File: config.mk
export PLATFORM = sky130hd
export DESIGN_NAME = fetch_issue
export DESIGN_NICKNAME = d
export VERILOG_FILES = /design/src/rtl/fetch_issue.sv
export SDC_FILE = /design/constraint.sdc
export NUM_CORES = 1
export LEC_CHECK = 0
export BUFFER_PORTS_ARGS = -buffer_cell sky130_fd_sc_hd__clkbuf_2
export CAP_MARGIN = 20
export CORE_MARGIN = 10
export CORE_UTILIZATION = 49
export DETAILED_ROUTE_END_ITERATION = 12
export PLACE_DENSITY_LB_ADDON = 0.3
export SLEW_MARGIN = 20
export SYNTH_ARGS = -nofsm -noshare
export SYNTH_HDL_FRONTEND = slang
export SYNTH_SLANG_ARGS = --single-unit
File: constraint.sdc
create_clock -name CLK -period 3 [get_ports CLK]
set_input_delay 0.75 -clock CLK [delete_from_list [all_inputs] [get_ports CLK]]
set_output_delay 0.75 -clock CLK [all_outputs]
set_load 0.01 [all_outputs]
File: src/rtl/fetch_issue.sv
// ---------------------------------------------------------------------------
// fetch_issue
//
// Purpose:
//   Single-outstanding instruction fetch unit.
//   - It requests one word from instruction memory.
//   - It waits for the returned data.
//   - It holds the instruction in front of the decoder until it is accepted.
//   - It then advances the pc.
//   A redirect (a resolved branch or jump) restarts fetch at a new address
//   and drops whatever is in flight or held.
//
// Optional feature (macro FETCH_RAS_EN):
//   Adds a 4-entry circular return-address stack.
//   - An accepted jump-in (opcode 6) pushes pc_out+1.
//   - An accepted jump-out (opcode 7) pops that entry, when one exists, as
//     the next fetch address and pulses ras_hit.
//   Without the macro there is no stack and ras_hit is tied low.
//
// Parameters:
//   PC_W      address / pc width
//   RESET_PC  first fetch address after reset
//
// Ports:
//   CLK             clock, rising edge
//   reset           synchronous, active-high reset
//   imem_req        instruction memory read request (one cycle per fetch)
//   imem_addr       word address of the request (0 when not requesting)
//   imem_valid      imem_data valid this cycle
//   imem_data       returned instruction word
//   issue_valid     instruction presented to the decoder
//   issue_ready     decoder accepts the instruction
//   opcode          instr[15:13] of the held instruction
//   func            instr[12:9] of the held instruction
//   instr           held instruction word
//   pc_out          address of the held instruction
//   redirect_valid  redirect request
//   redirect_pc     redirect target
//   ras_hit         one-cycle pulse when a return address was predicted
// ---------------------------------------------------------------------------
module fetch_issue #(
    parameter int                PC_W     = 16,
    parameter logic [PC_W-1:0]   RESET_PC = '0
) (
    input  logic            CLK,
    input  logic            reset,
    output logic            imem_req,
    output logic [PC_W-1:0] imem_addr,
    input  logic            imem_valid,
    input  logic [15:0]     imem_data,
    output logic            issue_valid,
    input  logic            issue_ready,
    output logic [2:0]      opcode,
    output logic [3:0]      func,
    output logic [15:0]     instr,
    output logic [PC_W-1:0] pc_out,
    input  logic            redirect_valid,
    input  logic [PC_W-1:0] redirect_pc,
    output logic            ras_hit
);

    typedef enum logic [1:0] {IDLE, REQ, WAIT, HOLD} state_t;

    state_t          r_state;
    state_t          w_next_state;
    logic [PC_W-1:0] r_pc;
    logic [PC_W-1:0] w_next_pc;
    logic [15:0]     r_instr;
    logic [PC_W-1:0] r_pc_out;
    logic            w_capture;
    logic            w_handshake;
    logic            w_push;
    logic            w_pop;

`ifdef FETCH_RAS_EN
    logic [PC_W-1:0] r_ras [4];
    logic [1:0]      r_sp;       // next slot to write
    logic [2:0]      r_cnt;      // live entries, saturates at 4
    logic            r_ras_hit;
    logic [1:0]      w_top_idx;
    logic            w_ras_nonempty;

    assign w_top_idx      = r_sp - 2'd1;
    assign w_ras_nonempty = (r_cnt != 3'd0);
`endif

    // Outputs are gated by reset so they read as idle values during the
    // reset cycle itself, not only after the following edge.
    // A redirect withdraws issue_valid in the same cycle, so a held
    // instruction can never complete a handshake while it is discarded.
    assign imem_req    = (r_state == REQ) && !reset;
    assign imem_addr   = imem_req ? r_pc : '0;
    assign issue_valid = (r_state == HOLD) && !redirect_valid && !reset;
    assign w_handshake = issue_valid && issue_ready;

    assign instr  = r_instr;
    assign opcode = r_instr[15:13];
    assign func   = r_instr[12:9];
    assign pc_out = r_pc_out;

`ifdef FETCH_RAS_EN
    assign ras_hit = r_ras_hit;
`else
    assign ras_hit = 1'b0;
`endif

    // Next-state and next-pc decode.
    always_comb begin
        w_next_state = r_state;
        w_next_pc    = r_pc;
        w_capture    = 1'b0;
        w_push       = 1'b0;
        w_pop        = 1'b0;
        case (r_state)
            IDLE: begin
                w_next_state = REQ;
            end
            REQ: begin
                if (redirect_valid) begin
                    w_next_state = REQ;
                    w_next_pc    = redirect_pc;
                end else begin
                    w_next_state = WAIT;
                end
            end
            WAIT: begin
                if (redirect_valid) begin
                    w_next_state = REQ;
                    w_next_pc    = redirect_pc;
                end else if (imem_valid) begin
                    w_next_state = HOLD;
                    w_capture    = 1'b1;
                end
            end
            HOLD: begin
                if (redirect_valid) begin
                    w_next_state = REQ;
                    w_next_pc    = redirect_pc;
                end else if (w_handshake) begin
                    w_next_state = REQ;
                    w_next_pc    = r_pc + PC_W'(1);
`ifdef FETCH_RAS_EN
                    if (opcode == 3'd6) begin
                        w_push = 1'b1;
                    end else if (opcode == 3'd7 && w_ras_nonempty) begin
                        w_pop     = 1'b1;
                        w_next_pc = r_ras[w_top_idx];
                    end
`endif
                end
            end
            default: begin
                w_next_state = IDLE;
            end
        endcase
    end

    // Control state, pc and issued-instruction registers.
    always_ff @(posedge CLK) begin
        if (reset) begin
            r_state  <= IDLE;
            r_pc     <= RESET_PC;
            r_instr  <= '0;
            r_pc_out <= '0;
        end else begin
            r_state <= w_next_state;
            r_pc    <= w_next_pc;
            if (w_capture) begin
                r_instr  <= imem_data;
                r_pc_out <= r_pc;
            end
        end
    end

`ifdef FETCH_RAS_EN
    // Stack pointer/occupancy.
    // A push onto a full stack wraps over the oldest entry.
    always_ff @(posedge CLK) begin
        if (reset) begin
            r_sp      <= 2'd0;
            r_cnt     <= 3'd0;
            r_ras_hit <= 1'b0;
        end else begin
            r_ras_hit <= w_pop;
            if (w_push) begin
                r_sp  <= r_sp + 2'd1;
                r_cnt <= (r_cnt == 3'd4) ? 3'd4 : r_cnt + 3'd1;
            end else if (w_pop) begin
                r_sp  <= w_top_idx;
                r_cnt <= r_cnt - 3'd1;
            end
        end
    end

    // Entry storage needs no reset: occupancy alone defines validity.
    always_ff @(posedge CLK) begin
        if (!reset && w_push) begin
            r_ras[r_sp] <= r_pc_out + PC_W'(1);
        end
    end
`else
    // Without the stack, push/pop decode is never consumed.
    logic w_unused_ras;
    assign w_unused_ras = w_push | w_pop;
`endif

endmodule

==> results of run 1 <==
## area by class of cell
type                       instances  area [um^2]
clock inverter                     3        43.79
tap                               70        87.58
clock buffer                       5        68.82
timing repair buffer             100        518.0
inverter                           5        18.77
fill                             513         1979
sequential                        50         1001
multi-input combinational        247         1358
## state kept, by name, indices dropped and copies added, names as in the netlist
name,flops
pc_out,16
instr,16
r_pc,16
r_state,2
## per-layer routing
metal	global-route usage	wire, um	up-vias
met1	0.1983	3134	1172
met2	0.2700	3337	108
met4	0.03342	32	0
li1	-	-	1302
met3	0.06764	727	4
met5	0	0	-
## cells in the mapped netlist, drive strengths merged (6+ instances only)
cell type  instances  area, um^2
a21oi             43       215.2
and2              22       137.6
buf               10       82.58
clkbuf            21       78.83
dfxtp             50        1001
nand2             79       296.5
nand4              6       37.54
nor2              12       45.04
nor3               6       30.03
o21ai             12       60.06
## logic make-up after synthesis
| kind of cell | after synthesis | synth area share |
|---|---|---|
| compound gates | 84 | 0.2055 |
| fa+ha+maj | 4 | 0.01971 |
| buf+inv | 36 | 0.07097 |
| flops | 50 | 0.3943 |
| other cells | 1 | 0.001477 |
| simple gates | 158 | 0.3080 |
## power by group
| part | internal, mW | total, mW | leakage, nW | switching, mW |
|---|---|---|---|---|
| clock | 0.250 | 0.478 | 0.0585 | 0.228 |
| combinational | 0.0729 | 0.165 | 0.826 | 0.0921 |
| sequential | 0.686 | 0.726 | 0.405 | 0.0401 |
## worst paths after layout
check                   from          end  slack, ns  cells after the start
setup / recovery  r_state[0]  issue_valid       0.46                      4
hold / removal      instr[0]     instr[0]       0.46                      2
setup reg to reg  r_state[0]     r_pc[10]       0.71                      6
hold reg to reg     instr[0]     instr[0]       0.46                      2
## critical path: stages (launching register included)
cell and delay [ns]:
sky130_fd_sc_hd__dfxtp_1 0.39, sky130_fd_sc_hd__ha_1 0.29, sky130_fd_sc_hd__or2b_1 0.27, sky130_fd_sc_hd__nor2_1 0.33, sky130_fd_sc_hd__clkbuf_2 0.21
==> flow_summary.html, run 1 <==
<table>
<tr><th>Metric</th><th>Value</th></tr>
<tr><th colspan="2">STA</th></tr>
<tr><td>Setup Total Neg Slack</td><td>0 ns</td></tr>
<tr><td>Min Clock Period, post-route</td><td>2.540 ns</td></tr>
<tr><td>Highest clock frequency the design can meet</td><td>0.3937 GHz</td></tr>
<tr><td>Setup clock skew after layout</td><td>0.006115 ns</td></tr>
<tr><td>RSZ-0062 raised after global routing</td><td>no</td></tr>
<tr><td>Worst setup margin</td><td>0.4600 ns</td></tr>
<tr><td>Total of endpoints with negative setup slack in the final report</td><td>0</td></tr>
<tr><td>Actual transition at the worst max-transition pin</td><td>0.7767 ns</td></tr>
<tr><td>Part of the cycle the worst path needs</td><td>0.8467</td></tr>
<tr><td>Worst hold slack across all endpoints</td><td>0.4575 ns</td></tr>
<tr><td>Count of endpoints failing hold in the final timing report</td><td>0</td></tr>
<tr><td>Slew headroom</td><td>0.4811</td></tr>
<tr><td>Count of final max-slew check failures</td><td>0</td></tr>
<tr><th colspan="2">Cells and area</th></tr>
<tr><td>Most frequent standard cell in the layout excluding fill and tap cells</td><td>sky130_fd_sc_hd__clkbuf_2</td></tr>
<tr><td>Fin cells</td><td>480</td></tr>
<tr><td>Synth-to-layout area growth</td><td>21.93%</td></tr>
<tr><td>Commonest non-fill, non-tap cells in the layout</td><td>sky130_fd_sc_hd__clkbuf_2, sky130_fd_sc_hd__nand2_1, sky130_fd_sc_hd__dfxtp_1, sky130_fd_sc_hd__a21oi_1, sky130_fd_sc_hd__and2_1</td></tr>
<tr><td>Final instance area</td><td>3095 um^2</td></tr>
<tr><td>Layout cell share with drive strength beyond 1</td><td>0.2683</td></tr>
<tr><td>Count of inserted antenna diode cells</td><td>0</td></tr>
<tr><td>Core Util, Final</td><td>0.6100</td></tr>
<tr><td>Net count, final</td><td>450</td></tr>
<tr><th colspan="2">Detailed routing</th></tr>
<tr><td>Routed wirelength normalized by instance count</td><td>15.07 um</td></tr>
<tr><td>1st-pass router iterations</td><td>4</td></tr>
<tr><td>Drc violations</td><td>0</td></tr>
<tr><td>DRC marker count from the first detailed-route iteration</td><td>152</td></tr>
<tr><td>WL final</td><td>7232 um</td></tr>
<tr><td>Vias post-DR</td><td>2,586</td></tr>
<tr><td>Via density per instance</td><td>5.388</td></tr>
<tr><td>Remaining number of nets flagged by the antenna check after routing</td><td>0</td></tr>
<tr><th colspan="2">Global routing</th></tr>
<tr><td>Vias in the first global route</td><td>2,513</td></tr>
<tr><td>Total congestion overflow after global routing</td><td>0</td></tr>
<tr><td>Largest net degree at the start of global routing</td><td>51</td></tr>
<tr><td>Tot GR Track Use</td><td>0.1647</td></tr>
<tr><td>Global-route wire length before repair</td><td>11,990 um</td></tr>
<tr><td>Initial antenna violation count</td><td>0</td></tr>
<tr><th colspan="2">Floorplan</th></tr>
<tr><td>Site Rows</td><td>26</td></tr>
<tr><td>DIE HEIGHT</td><td>91.98 um</td></tr>
<tr><td>Die Footprint</td><td>8460 um^2</td></tr>
<tr><td>Die boundary width</td><td>91.98 um</td></tr>
<tr><td>Core Footprint</td><td>5075 um^2</td></tr>
<tr><td>Effective utilization at floorplan</td><td>0.5002</td></tr>
<tr><td>Total I/O pin count</td><td>95</td></tr>
<tr><th colspan="2">Logic synthesis</th></tr>
<tr><td>Post-Syn Nets</td><td>374</td></tr>
<tr><td>Fraction of registers with async set or reset after synthesis</td><td>0</td></tr>
<tr><td>Register area share after synthesis</td><td>0.3943</td></tr>
<tr><td>Post-synthesis area per instance</td><td>7.624 um^2</td></tr>
<tr><td>EDFF count, synth</td><td>0</td></tr>
<tr><td>Number of instances in the synthesized netlist</td><td>333</td></tr>
<tr><td>#FFs+latches synth</td><td>50</td></tr>
<tr><td>Cell area after technology mapping</td><td>2539 um^2</td></tr>
<tr><td>Most instantiated flip-flop cell in the synthesis netlist</td><td>sky130_fd_sc_hd__dfxtp_1</td></tr>
<tr><td>Distinct cells, synth</td><td>46</td></tr>
<tr><td>Yosys warning count</td><td>0</td></tr>
<tr><th colspan="2">Hold path</th></tr>
<tr><td>Class of the most critical hold timing path</td><td>register to register</td></tr>
<tr><th colspan="2">Placement</th></tr>
<tr><td>Dpl hpwl</td><td>5340 um</td></tr>
<tr><td>Worst-case setup slack after placement</td><td>0.5165 ns</td></tr>
<tr><td>Final weighted congestion of routability-driven global placement</td><td>0.9197</td></tr>
<tr><td>Cell Area, Placed</td><td>2983 um^2</td></tr>
<tr><td>Buffers on Ports</td><td>93</td></tr>
<tr><td>Number of placed instances, taps included</td><td>472</td></tr>
<tr><th colspan="2">Flow run</th></tr>
<tr><td>Maxcap violations</td><td>0</td></tr>
<tr><th colspan="2">Setup path</th></tr>
<tr><td>CP required</td><td>2.25 ns</td></tr>
<tr><td>Biggest fanout along the worst timing path</td><td>7</td></tr>
<tr><td>Critical path capture point type</td><td>primary output</td></tr>
<tr><td>Startpoint type of the worst setup path</td><td>register</td></tr>
<tr><td>Critical path type</td><td>register to primary output</td></tr>
<tr><td>Worst endpoint data arrival time</td><td>1.79 ns</td></tr>
<tr><th colspan="2">Power and ir drop</th></tr>
<tr><td>Total power</td><td>1.369 mW</td></tr>
<tr><td>Lkg Pwr</td><td>1.290 nW</td></tr>
<tr><td>Power density over the cells</td><td>442.3 nW/um^2</td></tr>
<tr><td>Maximum ir drop on the vdd rail</td><td>0.0002119 V</td></tr>
<tr><th colspan="2">Clocking</th></tr>
<tr><td>Clock Tree Root</td><td>sky130_fd_sc_hd__clkbuf_8</td></tr>
<tr><td>Clock buffer depth</td><td>2</td></tr>
<tr><td>TritonCTS clock tree</td><td>built</td></tr>
<tr><td>Num CTS Buffers</td><td>5</td></tr>
<tr><td>Total number of clock tree sinks</td><td>50</td></tr>
<tr><td>Clock-pin slew reported for the worst setup and hold paths after clock tree synthesis</td><td>0.09 ns</td></tr>
<tr><td>CTS H-tree lvls</td><td>2</td></tr>
<tr><td>Clk Latency, worst-skew pair</td><td>0.30 ns</td></tr>
<tr><td>Number of buffers inserted by hold repair at cts</td><td>0</td></tr>
<tr><td>Post-CTS Setup Bufs</td><td>0</td></tr>
<tr><td>Resized cells post-CTS</td><td>0</td></tr>
<tr><th colspan="2">Run status</th></tr>
<tr><td>Outcome</td><td>completed</td></tr>
</table>
No activity file was read; power rests on OpenSTA's default activity.
==> run 2, diff against run 1 <==
Settings changed: CORE_UTILIZATION 49 to 44.
Clock period 3 ns to 2.2 ns, I/O delays scaled along.
==> flow_summary.html, run 2 (synthesis results as in run 1) <==
<table>
<tr><th>Metric</th><th>Value</th></tr>
<tr><th colspan="2">Floorplan</th></tr>
<tr><td>DIE HEIGHT</td><td>95.96 um (+4.3%)</td></tr>
<tr><td>Die Footprint</td><td>9208 um^2 (+8.8%)</td></tr>
<tr><td>Total I/O pin count</td><td>95 (unchanged)</td></tr>
<tr><td>Core Footprint</td><td>5540 um^2 (+9.2%)</td></tr>
<tr><td>Die boundary width</td><td>95.96 um (+4.3%)</td></tr>
<tr><td>Effective utilization at floorplan</td><td>0.4582 (-0.04203)</td></tr>
<tr><td>Site Rows</td><td>27 (+3.8%)</td></tr>
<tr><th colspan="2">Cells and area</th></tr>
<tr><td>Multi-input combinational cell area</td><td>1369 um^2 (+0.83%)</td></tr>
<tr><td>Register Area</td><td>1001 um^2 (unchanged)</td></tr>
<tr><td>Most frequent standard cell in the layout excluding fill and tap cells</td><td>sky130_fd_sc_hd__clkbuf_2</td></tr>
<tr><td>Filler instances</td><td>548 (+6.8%)</td></tr>
<tr><td>Layout cell share with drive strength beyond 1</td><td>0.2986 (+0.03029)</td></tr>
<tr><td>Commonest non-fill, non-tap cells in the layout</td><td>sky130_fd_sc_hd__clkbuf_2, sky130_fd_sc_hd__nand2_1, sky130_fd_sc_hd__dfxtp_1, sky130_fd_sc_hd__a21oi_1, sky130_fd_sc_hd__and2_1</td></tr>
<tr><td>Core Util, Final</td><td>0.5781 (-0.03182)</td></tr>
<tr><td>Count of inserted antenna diode cells</td><td>0 (unchanged)</td></tr>
<tr><td>Synth-to-layout area growth</td><td>26.17%</td></tr>
<tr><td>Final instance area</td><td>3203 um^2 (+3.5%)</td></tr>
<tr><td>Net count, final</td><td>462 (+2.7%)</td></tr>
<tr><th colspan="2">Setup path</th></tr>
<tr><td>Delay of the slowest critical-path stage</td><td>0.37 ns (-0.02 ns)</td></tr>
<tr><td>Standard cell with the maximum stage delay on the critical path</td><td>sky130_fd_sc_hd__dfxtp_1</td></tr>
<tr><td>Critical path cell sequence</td><td>inv_1 &gt; ha_1 &gt; nor2b_2 &gt; buf_6 &gt; and2_1 &gt; clkbuf_2</td></tr>
<tr><td>Worst endpoint data arrival time</td><td>1.55 ns (-0.24 ns)</td></tr>
<tr><td>Biggest fanout along the worst timing path</td><td>17 (+10)</td></tr>
<tr><td>Startpoint type of the worst setup path</td><td>register</td></tr>
<tr><td>CP required</td><td>1.65 ns (-0.60 ns)</td></tr>
<tr><td>Family with the most delay on the worst path</td><td>flip-flops</td></tr>
<tr><td>Critical path capture point type</td><td>primary output</td></tr>
<tr><td>Buf/Inv on CP</td><td>3 (+2)</td></tr>
<tr><td>Critical path type</td><td>register to primary output</td></tr>
<tr><th colspan="2">Clocking</th></tr>
<tr><td>TritonCTS clock tree</td><td>built</td></tr>
<tr><td>Clock-pin slew reported for the worst setup and hold paths after clock tree synthesis</td><td>0.10 ns (about the same)</td></tr>
<tr><td>Number of buffers inserted by hold repair at cts</td><td>0 (unchanged)</td></tr>
<tr><td>Total number of clock tree sinks</td><td>50 (unchanged)</td></tr>
<tr><td>Clock buffer depth</td><td>2 (unchanged)</td></tr>
<tr><td>Clk Latency, worst-skew pair</td><td>0.30 ns (about the same)</td></tr>
<tr><td>Num CTS Buffers</td><td>5 (unchanged)</td></tr>
<tr><td>Clock Tree Root</td><td>sky130_fd_sc_hd__clkbuf_8</td></tr>
<tr><td>CTS H-tree lvls</td><td>2 (unchanged)</td></tr>
<tr><th colspan="2">Placement</th></tr>
<tr><td>Buffers on Ports</td><td>93 (unchanged)</td></tr>
<tr><td>Worst-case setup slack after placement</td><td>0.1910 ns (-0.3255 ns)</td></tr>
<tr><td>Final weighted congestion of routability-driven global placement</td><td>0.9174 (-0.25%)</td></tr>
<tr><td>Cell Area, Placed</td><td>3075 um^2 (+3.1%)</td></tr>
<tr><td>Dpl hpwl</td><td>5750 um (+7.7%)</td></tr>
<tr><th colspan="2">Detailed routing</th></tr>
<tr><td>DRC marker count from the first detailed-route iteration</td><td>187 (+23%)</td></tr>
<tr><td>1st-pass router iterations</td><td>4 (unchanged)</td></tr>
<tr><td>Via density per instance</td><td>5.387 (about the same)</td></tr>
<tr><td>Routed wirelength normalized by instance count</td><td>15.42 um (+2.4%)</td></tr>
<tr><td>WL final</td><td>7618 um (+5.3%)</td></tr>
<tr><td>Drc violations</td><td>0 (unchanged)</td></tr>
<tr><td>Vias post-DR</td><td>2,661 (+2.9%)</td></tr>
<tr><td>Remaining number of nets flagged by the antenna check after routing</td><td>0 (unchanged)</td></tr>
<tr><th colspan="2">STA</th></tr>
<tr><td>Min Clock Period, post-route</td><td>2.105 ns</td></tr>
<tr><td>Part of the cycle the worst path needs</td><td>0.9568</td></tr>
<tr><td>RSZ-0062 raised after global routing</td><td>no</td></tr>
<tr><td>Count of final max-slew check failures</td><td>0 (unchanged)</td></tr>
<tr><td>Setup clock skew after layout</td><td>0.005766 ns (-0.0003487 ns)</td></tr>
<tr><td>Highest clock frequency the design can meet</td><td>0.4751 GHz</td></tr>
<tr><td>Total of endpoints with negative setup slack in the final report</td><td>0 (unchanged)</td></tr>
<tr><td>Setup Total Neg Slack</td><td>0 ns (unchanged)</td></tr>
<tr><td>Worst setup margin</td><td>0.09513 ns (-0.3648 ns)</td></tr>
<tr><td>Count of endpoints failing hold in the final timing report</td><td>0 (unchanged)</td></tr>
<tr><th colspan="2">Power and ir drop</th></tr>
<tr><td>Maximum ir drop on the vdd rail</td><td>0.0003522 V (+66%)</td></tr>
<tr><td>Power density over the cells</td><td>594.7 nW/um^2 (+34%)</td></tr>
<tr><td>Lkg Pwr</td><td>1.351 nW (+4.7%)</td></tr>
<tr><th colspan="2">Global routing</th></tr>
<tr><td>Tot GR Track Use</td><td>0.1634 (-0.001354)</td></tr>
<tr><td>Largest net degree at the start of global routing</td><td>33 (-35%)</td></tr>
<tr><td>Global-route wire length before repair</td><td>12,230 um (+2.1%)</td></tr>
<tr><td>Vias in the first global route</td><td>2,497 (-0.64%)</td></tr>
<tr><td>Total congestion overflow after global routing</td><td>0 (unchanged)</td></tr>
<tr><td>Initial antenna violation count</td><td>0 (unchanged)</td></tr>
<tr><th colspan="2">Run status</th></tr>
<tr><td>Outcome</td><td>completed</td></tr>
<tr><th colspan="2">Hold path</th></tr>
<tr><td>Class of the most critical hold timing path</td><td>register to register</td></tr>
<tr><th colspan="2">Flow run</th></tr>
<tr><td>Maxcap violations</td><td>0 (unchanged)</td></tr>
</table>
## run 2: cell count changes in the layout (fill, tap and decap cells not counted), sizes merged
cell | before | now
buf | 7 | 19
## run 2: routing by layer
metal,global-route usage,vias to the layer above,part of all wire
met5,0,-,0
met4,0.03808,0,0.0075
met3,0.05292,8,0.11
met2,0.2568,109,0.45
met1,0.2126,1222,0.44
li1,-,1322,-
## run 2: worst min-delay path, stage by stage, from the launching register on
cell and delay (ns):
sky130_fd_sc_hd__dfxtp_1 0.32, sky130_fd_sc_hd__nand2_1 0.05, sky130_fd_sc_hd__a21oi_1 0.05
## run 2: worst paths after layout
path                                 start       endpoint  slack [ns]  cells past startpoint
worst min-delay path              instr[4]       instr[4]        0.46                      2
worst max register to register  r_state[0]       r_pc[15]        0.16                      6
worst min register to register    instr[4]       instr[4]        0.46                      2
worst max-delay path            r_state[1]  imem_addr[14]         0.1                      6
## run 2: where the power goes
group	internal, mW	leakage, nW	switching, mW
Clock	0.341	0.0585	0.317
Sequential	0.936	0.405	0.0462
Combinational	0.123	0.887	0.142
Total	1.40	1.35	0.506
## run 2: layout make-up
type | count | share of cell area
timing repair buffer | 112 | 0.1910
clock buffer | 5 | 0.02148
tap | 72 | 0.02813
inverter | 5 | 0.005859
clock inverter | 3 | 0.01367
sequential | 50 | 0.3125
multi-input combinational | 247 | 0.4273
## run 2: per-stage QoR
step           hold slack (ns)  power [mW]  std cells
2_1_floorplan           0.4660       1.146        333
3_3_place_gp            0.4407       1.256        486
3_5_place_dp            0.4460       1.261        486
4_1_cts                 0.4492       1.919        494
5_1_grt                 0.4540       2.001        494
6_report                0.4590       1.905        494
## run 2: timing repair
action	4_1_cts	5_1_grt
pin swaps	0	0
resized for setup	1	4
setup endpoints to repair	1	14
buffers inserted	0	0
